`src/rtl/digit_scan_ctrl.sv`:
```
// Frame controller for a 4-digit multiplexed 7-segment display: snapshots the
// time, fills four BCD digit registers via a shared splitter, then scans anodes.
module digit_scan_ctrl #(
  parameter int unsigned REFRESH_DIV = 50000
) (
  input  logic       clk,
  input  logic       rst_n,
  input  logic [7:0] hours,
  input  logic [7:0] minutes,
  input  logic [7:0] seconds,
  input  logic       page,
  input  logic [1:0] blink_field,
  input  logic       blink_tick,
  output logic [7:0] split_total,
  input  logic [3:0] split_left,
  input  logic [3:0] split_right,
  output logic [3:0] digit_val,
  output logic [3:0] an,
  output logic       dp,
  output logic       frame_done
);

  localparam int unsigned CW = (REFRESH_DIV > 2) ? $clog2(REFRESH_DIV) : 1;
  localparam logic [CW-1:0] CNT_MAX = CW'(REFRESH_DIV - 1);
  localparam logic [3:0] BLANK = 4'hF;

  typedef enum logic [1:0] {
    SNAP   = 2'd0,
    LOAD_A = 2'd1,
    LOAD_B = 2'd2,
    SCAN   = 2'd3
  } state_t;

  state_t        state_q, state_d;
  logic [CW-1:0] cnt_q, cnt_d;
  logic [1:0]    slot_q, slot_d;
  logic [7:0]    hours_q, hours_d, minutes_q, minutes_d, seconds_q, seconds_d;
  logic          page_q, page_d;
  logic [1:0]    blink_q, blink_d;
  logic          phase_q, phase_d;
  logic [3:0]    d3_q, d3_d, d2_q, d2_d, d1_q, d1_d, d0_q, d0_d;
  logic [7:0]    split_q, split_d;
  logic [3:0]    an_q, an_d;
  logic          dp_q, dp_d;
  logic [3:0]    digit_q, digit_d;
  logic          frame_done_q, frame_done_d;
  logic [3:0]    slot_digit_s;
  logic          field_ok_s;
  logic          blank_s;

  // Legal range of a displayed field; 60 is rejected even though the splitter accepts it.
  function automatic logic field_in_range(input logic [7:0] value, input logic is_hours);
    if (is_hours) begin
      field_in_range = (value <= 8'd23);
    end else begin
      field_in_range = (value <= 8'd59);
    end
  endfunction

  assign split_total = split_q;
  assign digit_val   = digit_q;
  assign an          = an_q;
  assign dp          = dp_q;
  assign frame_done  = frame_done_q;

  // Next-state, datapath and registered-output computation.
  always_comb begin
    state_d      = state_q;
    cnt_d        = cnt_q;
    slot_d       = slot_q;
    hours_d      = hours_q;
    minutes_d    = minutes_q;
    seconds_d    = seconds_q;
    page_d       = page_q;
    blink_d      = blink_q;
    phase_d      = phase_q ^ blink_tick;
    d3_d         = d3_q;
    d2_d         = d2_q;
    d1_d         = d1_q;
    d0_d         = d0_q;
    split_d      = split_q;
    an_d         = 4'b1111;
    dp_d         = 1'b1;
    digit_d      = BLANK;
    frame_done_d = 1'b0;
    field_ok_s   = 1'b0;
    blank_s      = 1'b0;

    case (slot_q)
      2'd3:    slot_digit_s = d3_q;
      2'd2:    slot_digit_s = d2_q;
      2'd1:    slot_digit_s = d1_q;
      2'd0:    slot_digit_s = d0_q;
      default: slot_digit_s = BLANK;
    endcase

    case (state_q)
      SNAP: begin
        hours_d   = hours;
        minutes_d = minutes;
        seconds_d = seconds;
        page_d    = page;
        blink_d   = blink_field;
        split_d   = page ? minutes : hours;
        state_d   = LOAD_A;
      end
      LOAD_A: begin
        field_ok_s = page_q ? field_in_range(minutes_q, 1'b0) : field_in_range(hours_q, 1'b1);
        d3_d       = field_ok_s ? split_left  : BLANK;
        d2_d       = field_ok_s ? split_right : BLANK;
        split_d    = page_q ? seconds_q : minutes_q;
        state_d    = LOAD_B;
      end
      LOAD_B: begin
        field_ok_s = page_q ? field_in_range(seconds_q, 1'b0) : field_in_range(minutes_q, 1'b0);
        d1_d       = field_ok_s ? split_left  : BLANK;
        d0_d       = field_ok_s ? split_right : BLANK;
        cnt_d      = '0;
        slot_d     = 2'd3;
        state_d    = SCAN;
      end
      SCAN: begin
        // Slots 3/2 form the left pair (blink bit 1), slots 1/0 the right pair.
        blank_s = phase_q & blink_q[slot_q[1]];
        an_d    = blank_s ? 4'b1111 : ~(4'b0001 << slot_q);
        digit_d = blank_s ? BLANK : slot_digit_s;
        dp_d    = (slot_q != 2'd2);
        if (cnt_q == CNT_MAX) begin
          cnt_d = '0;
          if (slot_q == 2'd0) begin
            slot_d       = 2'd3;
            frame_done_d = 1'b1;
            state_d      = SNAP;
          end else begin
            slot_d = slot_q - 2'd1;
          end
        end else begin
          cnt_d = cnt_q + CW'(1);
        end
      end
      default: begin
        state_d = SNAP;
      end
    endcase
  end

  // State, shadow, digit and output registers.
  always_ff @(posedge clk or negedge rst_n) begin
    if (!rst_n) begin
      state_q      <= SNAP;
      cnt_q        <= '0;
      slot_q       <= 2'd3;
      hours_q      <= 8'd0;
      minutes_q    <= 8'd0;
      seconds_q    <= 8'd0;
      page_q       <= 1'b0;
      blink_q      <= 2'b00;
      phase_q      <= 1'b0;
      d3_q         <= BLANK;
      d2_q         <= BLANK;
      d1_q         <= BLANK;
      d0_q         <= BLANK;
      split_q      <= 8'd0;
      an_q         <= 4'b1111;
      dp_q         <= 1'b1;
      digit_q      <= BLANK;
      frame_done_q <= 1'b0;
    end else begin
      state_q      <= state_d;
      cnt_q        <= cnt_d;
      slot_q       <= slot_d;
      hours_q      <= hours_d;
      minutes_q    <= minutes_d;
      seconds_q    <= seconds_d;
      page_q       <= page_d;
      blink_q      <= blink_d;
      phase_q      <= phase_d;
      d3_q         <= d3_d;
      d2_q         <= d2_d;
      d1_q         <= d1_d;
      d0_q         <= d0_d;
      split_q      <= split_d;
      an_q         <= an_d;
      dp_q         <= dp_d;
      digit_q      <= digit_d;
      frame_done_q <= frame_done_d;
    end
  end

endmodule

```
`config.mk`:
```
export PLATFORM = sky130hd
export DESIGN_NAME = digit_scan_ctrl
export DESIGN_NICKNAME = d
export VERILOG_FILES = /design/src/rtl/digit_scan_ctrl.sv
export SDC_FILE = /design/constraint.sdc
export NUM_CORES = 1
export LEC_CHECK = 0
export CORE_ASPECT_RATIO = 0.5
export CORE_MARGIN = 8
export CORE_UTILIZATION = 48
export DETAILED_ROUTE_END_ITERATION = 6
export PLACE_DENSITY = 0.8
export SYNTH_ARGS = -nofsm -noshare
export SYNTH_HDL_FRONTEND = slang
export SYNTH_SLANG_ARGS = --single-unit
```
`constraint.sdc`:
```
create_clock -name clk -period 3.15 [get_ports clk]
set_input_delay 0.7875 -clock clk [delete_from_list [all_inputs] [get_ports clk]]
set_output_delay 0.7875 -clock clk [all_outputs]
set_load 0.05 [all_outputs]
```
# --- Yosys cells after proc, flatten, opt, wreduce, memory -nomap -nowiden ---
# Index checks and enable logic that the tools add are counted.
word_totals:
  register_bits: 82
  input_bits: 38
  out_inout_bits: 18
  word_cells: 76
classes:
  add_sub_neg: 2
  n_lt_le_gt_ge: 4
  n_eq_ne: 10
  shift: 1
  muxes: 32
  bitwise_logic: 3
  reduce_logical: 6
ops:
  columns: ["op", "count"]
  rows:
  - ["two-way mux 4 bit", 8]
  - ["case mux 16 bit (2 select lines)", 1]
  - ["adder 16 x 1 -> 16 bit, second input constant", 1]
  - ["equality test 16 bit, second input constant", 1]
  - ["less-or-equal comparator 8 x 6 -> 1 bit, second input constant", 2]
  - ["two-way mux 16 bit", 1]
  - ["two-way mux 8 bit", 2]
  - ["case mux 4 bit (4 select lines)", 1]
  - ["case mux 8 bit (2 select lines)", 1]
  - ["two-way mux 1 bit", 12]
  - ["equality test 2 bit, second input constant", 4]
  - ["less-or-equal comparator 8 x 5 -> 1 bit, second input constant", 1]
  - ["two-way mux 2 bit", 4]
  - ["case mux 2 bit (4 select lines)", 1]
  - ["!= test 2 bit, second input constant", 3]
  - ["equality test 2 x 1 -> 1 bit, second input constant", 2]
  - ["logical NOT 2 bit", 2]
  - ["inverter 4 bit", 1]
  - ["case mux 2 bit (2 select lines)", 1]
  - ["AND reduction 2 bit", 2]
  - ["nonzero test 2 bit", 2]
  - ["<< shifter 1 x 2 -> 4 bit, first input constant", 1]
  - ["less-than comparator 1 x 2 -> 1 bit, second input constant", 1]
  - ["subtractor 2 x 1 -> 2 bit, second input constant", 1]
  - ["2 further kinds", 2]

# --- Depth between registers and ports, before layout ---
# Gate-level depths: netlist of run 1.
depth:
  depth_word: 5
  ltp_mapped: 8
  depth_no_buf: 6

# --- Worst setup path before layout of run 1 ---
# OpenSTA, ideal clock, no wires.
synth_path:
  path_kind: "input to register"
  from: "input port page"
  to: "register split_q[5], in the netlist split_total[5]"
  setup_ps: 137
  arrival_time_ps: 1581
  t_required_ps: 3013
  path_slack_ps: 1432
  cell_stages: 5
  n_path_buf: 1
  path_cell_list: "clkbuf_1 -> mux2i_1 -> a21oi_1 -> nor2_1 -> a21oi_1"
synth_between:
  elab_chain_len: 2
synth_rtl:
  columns: ["item", "line_no", "rtl"]
  rows:
  - ["from (decl)", "11", "input logic page,"]
  - ["two-way mux 8 bit", "104", "split_d = page ? minutes : hours;"]
  - ["case mux 8 bit (2 select lines)", "97", "case (state_q)"]
  - ["to (signal assigned)", "182", "split_q <= split_d;"]
  - ["to (decl)", "42", "logic [7:0] split_q, split_d;"]
# Every way passes these cells.
# A chain may end at the register's enable or synchronous reset.

# --- Final worst setup path of run 1 ---
layout_path:
  from: "register an_q[0], in the netlist an[0]"
  to: "output port an[0]"
layout_rtl:
  columns: ["item", "line_no", "rtl"]
  rows:
  - ["from (decl)", "43", "logic [3:0] an_q, an_d;"]
  - ["from (signal assigned)", "183", "an_q <= an_d;"]
  - ["to (decl)", "18", "output logic [3:0] an,"]
# No word-level cell between the ends.

==> results of run 1 <==
[through the flow]
step,instances,area [sq um],setup WS (ps)
5_1_grt,496,4648,635.9
6_report,496,4648,726.4
3_3_place_gp,480,4375,944.3
4_1_cts,496,4648,705.8
2_1_floorplan,332,3769,1432
3_5_place_dp,480,4375,840.5
[power by group through the flow]
stage | registers [W] | clock network [W] | logic, W
final | 0.00110 | 0.000953 | 0.000227
after global routing | 0.00111 | 0.00101 | 0.000244
after CTS | 0.00110 | 0.000967 | 0.000230
after detailed placement | 0.00112 | 0 | 0.000229
after global placement | 0.00112 | 0 | 0.000222
after floorplan | 0.00116 | 0 | 0.0000685
[layout make-up]
type | count | area, sq um
clock inverters | 1 | 5.005
clock buffers | 15 | 267.8
multi-input cells | 226 | 1629
repair buffers | 57 | 563.0
inverters | 10 | 37.54
flip-flops and latches | 79 | 2011
well taps | 108 | 135.1
fillers | 572 | 2811
[cells in the mapped netlist (all sizes together) (3+ instances only)]
master,count
dfrtp,52
nand2,29
a21oi,28
dfstp,27
mux2,27
nor2,22
mux2i,19
o22a,16
o21ai,13
clkbuf,12
ha,10
inv,10
nand3,9
a31oi,6
buf,5
nand4,5
a222oi,4
and3,4
or4,4
nor4,3
o211ai,3
[kinds of logic (layout without fill, tap and decap cells)]
logic type | Yosys count | in the layout | synth area share (%)
AO/OA/AOI/OAI | 77 | 77 | 13.71
multiplexers | 46 | 46 | 13.11
adder cells (fa/ha/maj) | 10 | 10 | 3.320
buffers and inverters | 27 | 83 | 3.420
XOR/XNOR | 2 | 2 | 0.4649
AND/OR/NAND/NOR | 91 | 91 | 12.62
flip-flops | 79 | 79 | 53.35
[path summary, 6_finish.rpt]
check                                     start                     end
max in group asynchronous                 rst_n    cnt_q[7]$_DFFE_PN0P_
max reg2reg                cnt_q[0]$_DFFE_PN0P_    cnt_q[5]$_DFFE_PN0P_
min                           phase_q$_DFF_PN0_       phase_q$_DFF_PN0_
max                             an[0]$_DFF_PN1_                   an[0]
min reg2reg                   phase_q$_DFF_PN0_       phase_q$_DFF_PN0_
min in group asynchronous                 rst_n  hours_q[6]$_DFFE_PN0P_
[sequential cells by signal, summed over array words and instances (netlist names), 4 cells and up]
register     count
d2_q             4
an               4
split_total      8
d0_q             4
d3_q             4
minutes_q        8
hours_q          5
seconds_q        8
cnt_q           16
d1_q             4
digit_val        4
[cells in the final DEF, fill, tap and decap left out, drive strengths merged, types with 2 or more instances in the layout]
| master | synthesis | final |
|---|---|---|
| o21ai | 13 | 13 |
| dfrtp | 52 | 52 |
| a31oi | 6 | 6 |
| inv | 10 | 10 |
| or4 | 4 | 4 |
| a21oi | 28 | 28 |
| and4bb | 2 | 2 |
| nand2 | 29 | 29 |
| nor4b | 2 | 2 |
| mux2i | 19 | 19 |
| clkdlybuf4s50 | 0 | 54 |
| buf | 5 | 3 |
| dfstp | 27 | 27 |
| and4 | 2 | 2 |
| nand3 | 9 | 9 |
| nand4 | 5 | 5 |
| mux2 | 27 | 27 |
| o211ai | 3 | 3 |
| a222oi | 4 | 4 |
| o22a | 16 | 16 |
| ha | 10 | 10 |
| nor2 | 22 | 22 |
| clkbuf | 12 | 15 |
| nor3 | 2 | 2 |
| and3 | 4 | 4 |
| or2 | 2 | 2 |
| nor4 | 3 | 3 |
| a41oi | 2 | 2 |
[routing by layer]
metal	vias to the layer above	global-route usage [%]	share of wire (%)
li1	1320	-	-
met5	-	0	0
met2	79	25.79	49
met4	0	5.426	1.9
met1	1437	19.99	46
met3	14	4.164	3.8
==> impl_metrics.ini, run 1 <==
[route]
num_vias = 2850
drcViolationCount = 0
routed_wl_mm = 8.553
dr.pass1.iters = 4
routedWlPerCell_microns = 17.24
antenna_left = 0
drt_iter0_markers = 381
drt-vias-per-instance = 5.746

[power_and_ir_drop]
peakVddDrop_uv = 232.7
swShare_pct = 23.20
sequentialPowerShare_pct = 48.3
p_comb_share_pct = 9.9
powerDensity_nw_per_um2 = 491.2
p_int_w = 0.001753
clkPwrFrac_pct = 41.7
netSwitchingPower_w = 0.0005297
cellLeakagePower_nw = 1.933
report.power.total_w = 0.002283

[clock_tree]
cts_resized = 0
cts.htree.levels = 3
cts_made_buffers = 9
hold_buffers = 0
clk_path_buf_depth = 2
cts.clk_slew.worst_paths_ps = 50
postCtsSetupRepairBufs = 0
clock_latency_ps = 330
cts.sinks = 79
cts_tree = built
cts-root-buf = clkbuf_16

[sta]
holdWs_ps = 470.5
rsz0062_at_grt = no
finalSetupViolCount = 0
skew_ps = 7.981
period_share_pct = 76.94
clock.fmax_ghz = 0.4126
period_needed_ps = 2424
tns_ps = 0
maxSlewViolCount = 0
hold_viol = 0
tightest_slew_ps = 966.6
max_slew_margin_pct = 35.56

[worst_setup_path]
reg2reg_depth = 5
reg2reg_slack_ps = 890
slowest_delay_ps = 800
startpoint_type = flop
crit_buf_inv = 1
crit_fanout = 1
worstSetupEndpointType = output port
cp_num_cells = 1
crit_chain = clkdlybuf4s50_1
crit_family = buffers and inverters
worstPathArrival_ps = 1640
worstSetupPathType = flop to output port
cp_slowest_cell = clkdlybuf4s50_1
required_ps = 2360

[global_routing]
grt_max_degree = 80
antenna_found_initial = 0
grt_overflow_total = 0
grt_pass1_wl_mm = 14.31
grt_use_total_pct = 15.74
grt_pass1_vias = 2887

[synthesis]
synth-seq-area-share_pct = 53.35
synth_top_area_cell = dfrtp_1
ys_ff_latch = 79
synth.top_cell.area_share_pct = 34.53
yosysUniqueCellTypes = 48
synth.avg_cell_area_sq_um = 11.35
synth_async_sr_flop_share_pct = 100.0
yosys_most_used_dff = dfrtp_1
syn_inst = 332
ys_warn_count = 0
syn_area_sq_um = 3769
synth_edf_count = 0
ys_top_cells_by_area = dfrtp_1 35%, dfstp_2 19%, mux2_2 7.8%
syn-num-nets = 380

[die]
start_util_pct = 50.52
die_h_microns = 78.66
fp.coreArea_sq_um = 7460
rows = 22
die_area_sq_um = 11110
die_w_microns = 141.3
io_pins = 56

[worst_hold_path]
worstHoldPathType = flop to flop
hold_depth = 1

[final_layout]
drive_above_1_share_pct = 19.07
syn_to_final_growth_pct = 23.34
diodes = 0
postLayoutCoreUtil_pct = 62.31
nNetsFinal = 431

[place]
place.gp.congestion = 0.8128
dp_hpwl_mm = 5.803
io_buffers = 55

[outcome]
status = finished, final reports clean

[job]
maxCapViolations = 0
No activity file was read; power rests on OpenSTA's default activity.
==> run 2, diff against run 1 <==
--- a/config.mk
+++ b/config.mk
@@ -9,7 +9,7 @@
 export CORE_MARGIN = 8
 export CORE_UTILIZATION = 48
 export DETAILED_ROUTE_END_ITERATION = 6
-export PLACE_DENSITY = 0.8
+export PLACE_DENSITY = 0.83
 export SYNTH_ARGS = -nofsm -noshare
 export SYNTH_HDL_FRONTEND = slang
 export SYNTH_SLANG_ARGS = --single-unit
==> constraint.sdc (replaced) <==
create_clock -name clk -period 2 [get_ports clk]
set_input_delay 0.5 -clock clk [delete_from_list [all_inputs] [get_ports clk]]
set_output_delay 0.5 -clock clk [all_outputs]
set_load 0.05 [all_outputs]
==> impl_metrics.ini, run 2 (synthesis results as in run 1) <==
[outcome]
status = finished, final reports clean

[worst_setup_path]
cp_slowest_cell = dfrtp_1
required_ps = 2210
startpoint_type = flop
worstSetupEndpointType = flop
crit_buf_inv = 0
worstSetupPathType = flop to flop
reg2reg_slack_ps = 140
reg2reg_from = cnt_q[0]$_DFFE_PN0P_
crit_chain = ha_1 > and4b_1 > nand4_1 > o21ai_2 > mux2_1
crit_fanout = 6
worst_r2r_endpoint = state_q[1]$_DFFE_PN0P_
slowest_delay_ps = 410
reg2reg_depth = 5
crit_family = simple AND/OR/NAND/NOR gates
worstPathArrival_ps = 2080

[sta]
clock.fmax_ghz = 0.5367
period_needed_ps = 1863
finalSetupViolCount = 0
maxSlewViolCount = 0
skew_ps = 5.184
tns_ps = 0
rsz0062_at_grt = no
tightest_slew_ps = 682.5
max_slew_margin_pct = 54.19
period_share_pct = 93.16
hold_viol = 0

[final_layout]
largest_reg_flops = 16
postLayoutCoreUtil_pct = 63.85
fillers = 536
multi_input_area_sq_um = 1633
post-route-cell-area_sq_um = 4763
fin_cells = 509
diodes = 0
seq_area_sq_um = 2011
final_cell_mix = 52 x dfrtp_1, 36 x clkdlybuf4s50_1, 32 x buf_4, 29 x nand2_1, 28 x a21oi_1
nNetsFinal = 444
final_common_cell = dfrtp_1
syn_to_final_growth_pct = 26.39
top_register = cnt_q
drive_above_1_share_pct = 26.93

[route]
antenna_left = 0
drt_iter0_markers = 323
drt-vias-per-instance = 5.845
routed_wl_mm = 9.285
num_vias = 2975
dr.pass1.iters = 5
routedWlPerCell_microns = 18.24
drcViolationCount = 0

[global_routing]
grt_pass1_vias = 3086
grt_overflow_total = 0
grt_use_total_pct = 17.25
grt_max_degree = 40
grt_pass1_wl_mm = 15.46
antenna_found_initial = 0

[power_and_ir_drop]
cellLeakagePower_nw = 2.031
p_int_w = 0.002882
swShare_pct = 23.09
powerDensity_nw_per_um2 = 786.6
p_comb_share_pct = 10.1
report.power.total_w = 0.003747
netSwitchingPower_w = 0.0008650
sequentialPowerShare_pct = 46.2
clkPwrFrac_pct = 43.7
peakVddDrop_uv = 544.8

[die]
die_h_microns = 78.66
fp.coreArea_sq_um = 7460
io_pins = 56
die_w_microns = 141.3
die_area_sq_um = 11110
rows = 22
start_util_pct = 50.52

[place]
place.gp.congestion = 0.8484
dp_hpwl_mm = 6.407
place_area_sq_um = 4453
place_inst = 493
io_buffers = 55

[clock_tree]
cts.htree.levels = 3
cts-root-buf = clkbuf_16
cts.sinks = 79
clock_latency_ps = 330
cts.clk_slew.worst_paths_ps = 60
postCtsSetupRepairBufs = 0
clk_path_buf_depth = 2
cts_tree = built
cts_made_buffers = 9

[worst_hold_path]
worstHoldPathType = input port to asynchronous set/reset pin

[job]
maxCapViolations = 0
## run 2: stage by stage
step / worst slack (ps) / hold WS [ps]
2_1_floorplan: 339.6 / 204.4
3_3_place_gp: 222.7 / 464.3
3_5_place_dp: 144.3 / 481.0
4_1_cts: 115.7 / 120.2
5_1_grt: 43.33 / 151.3
6_report: 136.8 / 125.8
## run 2: worst max-delay path by stage
stage	from	endpoint	slack [ps]	cells past startpoint
finish	cnt_q[0]$_DFFE_PN0P_	state_q[1]$_DFFE_PN0P_	140	5
floorplan	state_q[0]$_DFFE_PN0P_	blink_q[0]$_DFFE_PN0P_	340	5
detailed placement	cnt_q[0]$_DFFE_PN0P_	state_q[1]$_DFFE_PN0P_	140	5
CTS	cnt_q[0]$_DFFE_PN0P_	state_q[1]$_DFFE_PN0P_	120	5
global route	cnt_q[0]$_DFFE_PN0P_	state_q[1]$_DFFE_PN0P_	40	5
global placement	page	split_total[2]$_DFFE_PN0P_	220	6
## run 2: layer usage
metal / vias to the layer above / wire [microns] / global-route usage [%]
li1: 1351 / - / -
met1: 1491 / 3863 / 19.88
met2: 108 / 4741 / 29.52
met3: 25 / 462 / 5.130
met4: 0 / 218 / 7.872
met5: - / 0 / 0
## run 2: what timing repair did
item                                    4_1_cts  5_1_grt
endpoints found under the setup margin        0        1
hold buffers                                  0        0
gates resized for setup                       0        1
## run 2: area by class of cell
cell class	count	area share [%]
Sequential cell	79	42.21
Multi-Input combinational cell	226	34.28
Timing Repair Buffer	70	13.45
Clock buffer	14	6.225
Tap cell	108	2.837
Inverter	10	0.7880
Clock inverter	2	0.2101
## run 2: power groups by stage
| stage | logic, W | registers [W] | clock network [W] |
|---|---|---|---|
| after floorplan | 0.000108 | 0.00183 | 0 |
| after global placement | 0.000365 | 0.00176 | 0 |
| after detailed placement | 0.000377 | 0.00176 | 0 |
| after CTS | 0.000381 | 0.00173 | 0.00167 |
| after global routing | 0.000405 | 0.00174 | 0.00173 |
| final | 0.000377 | 0.00173 | 0.00164 |
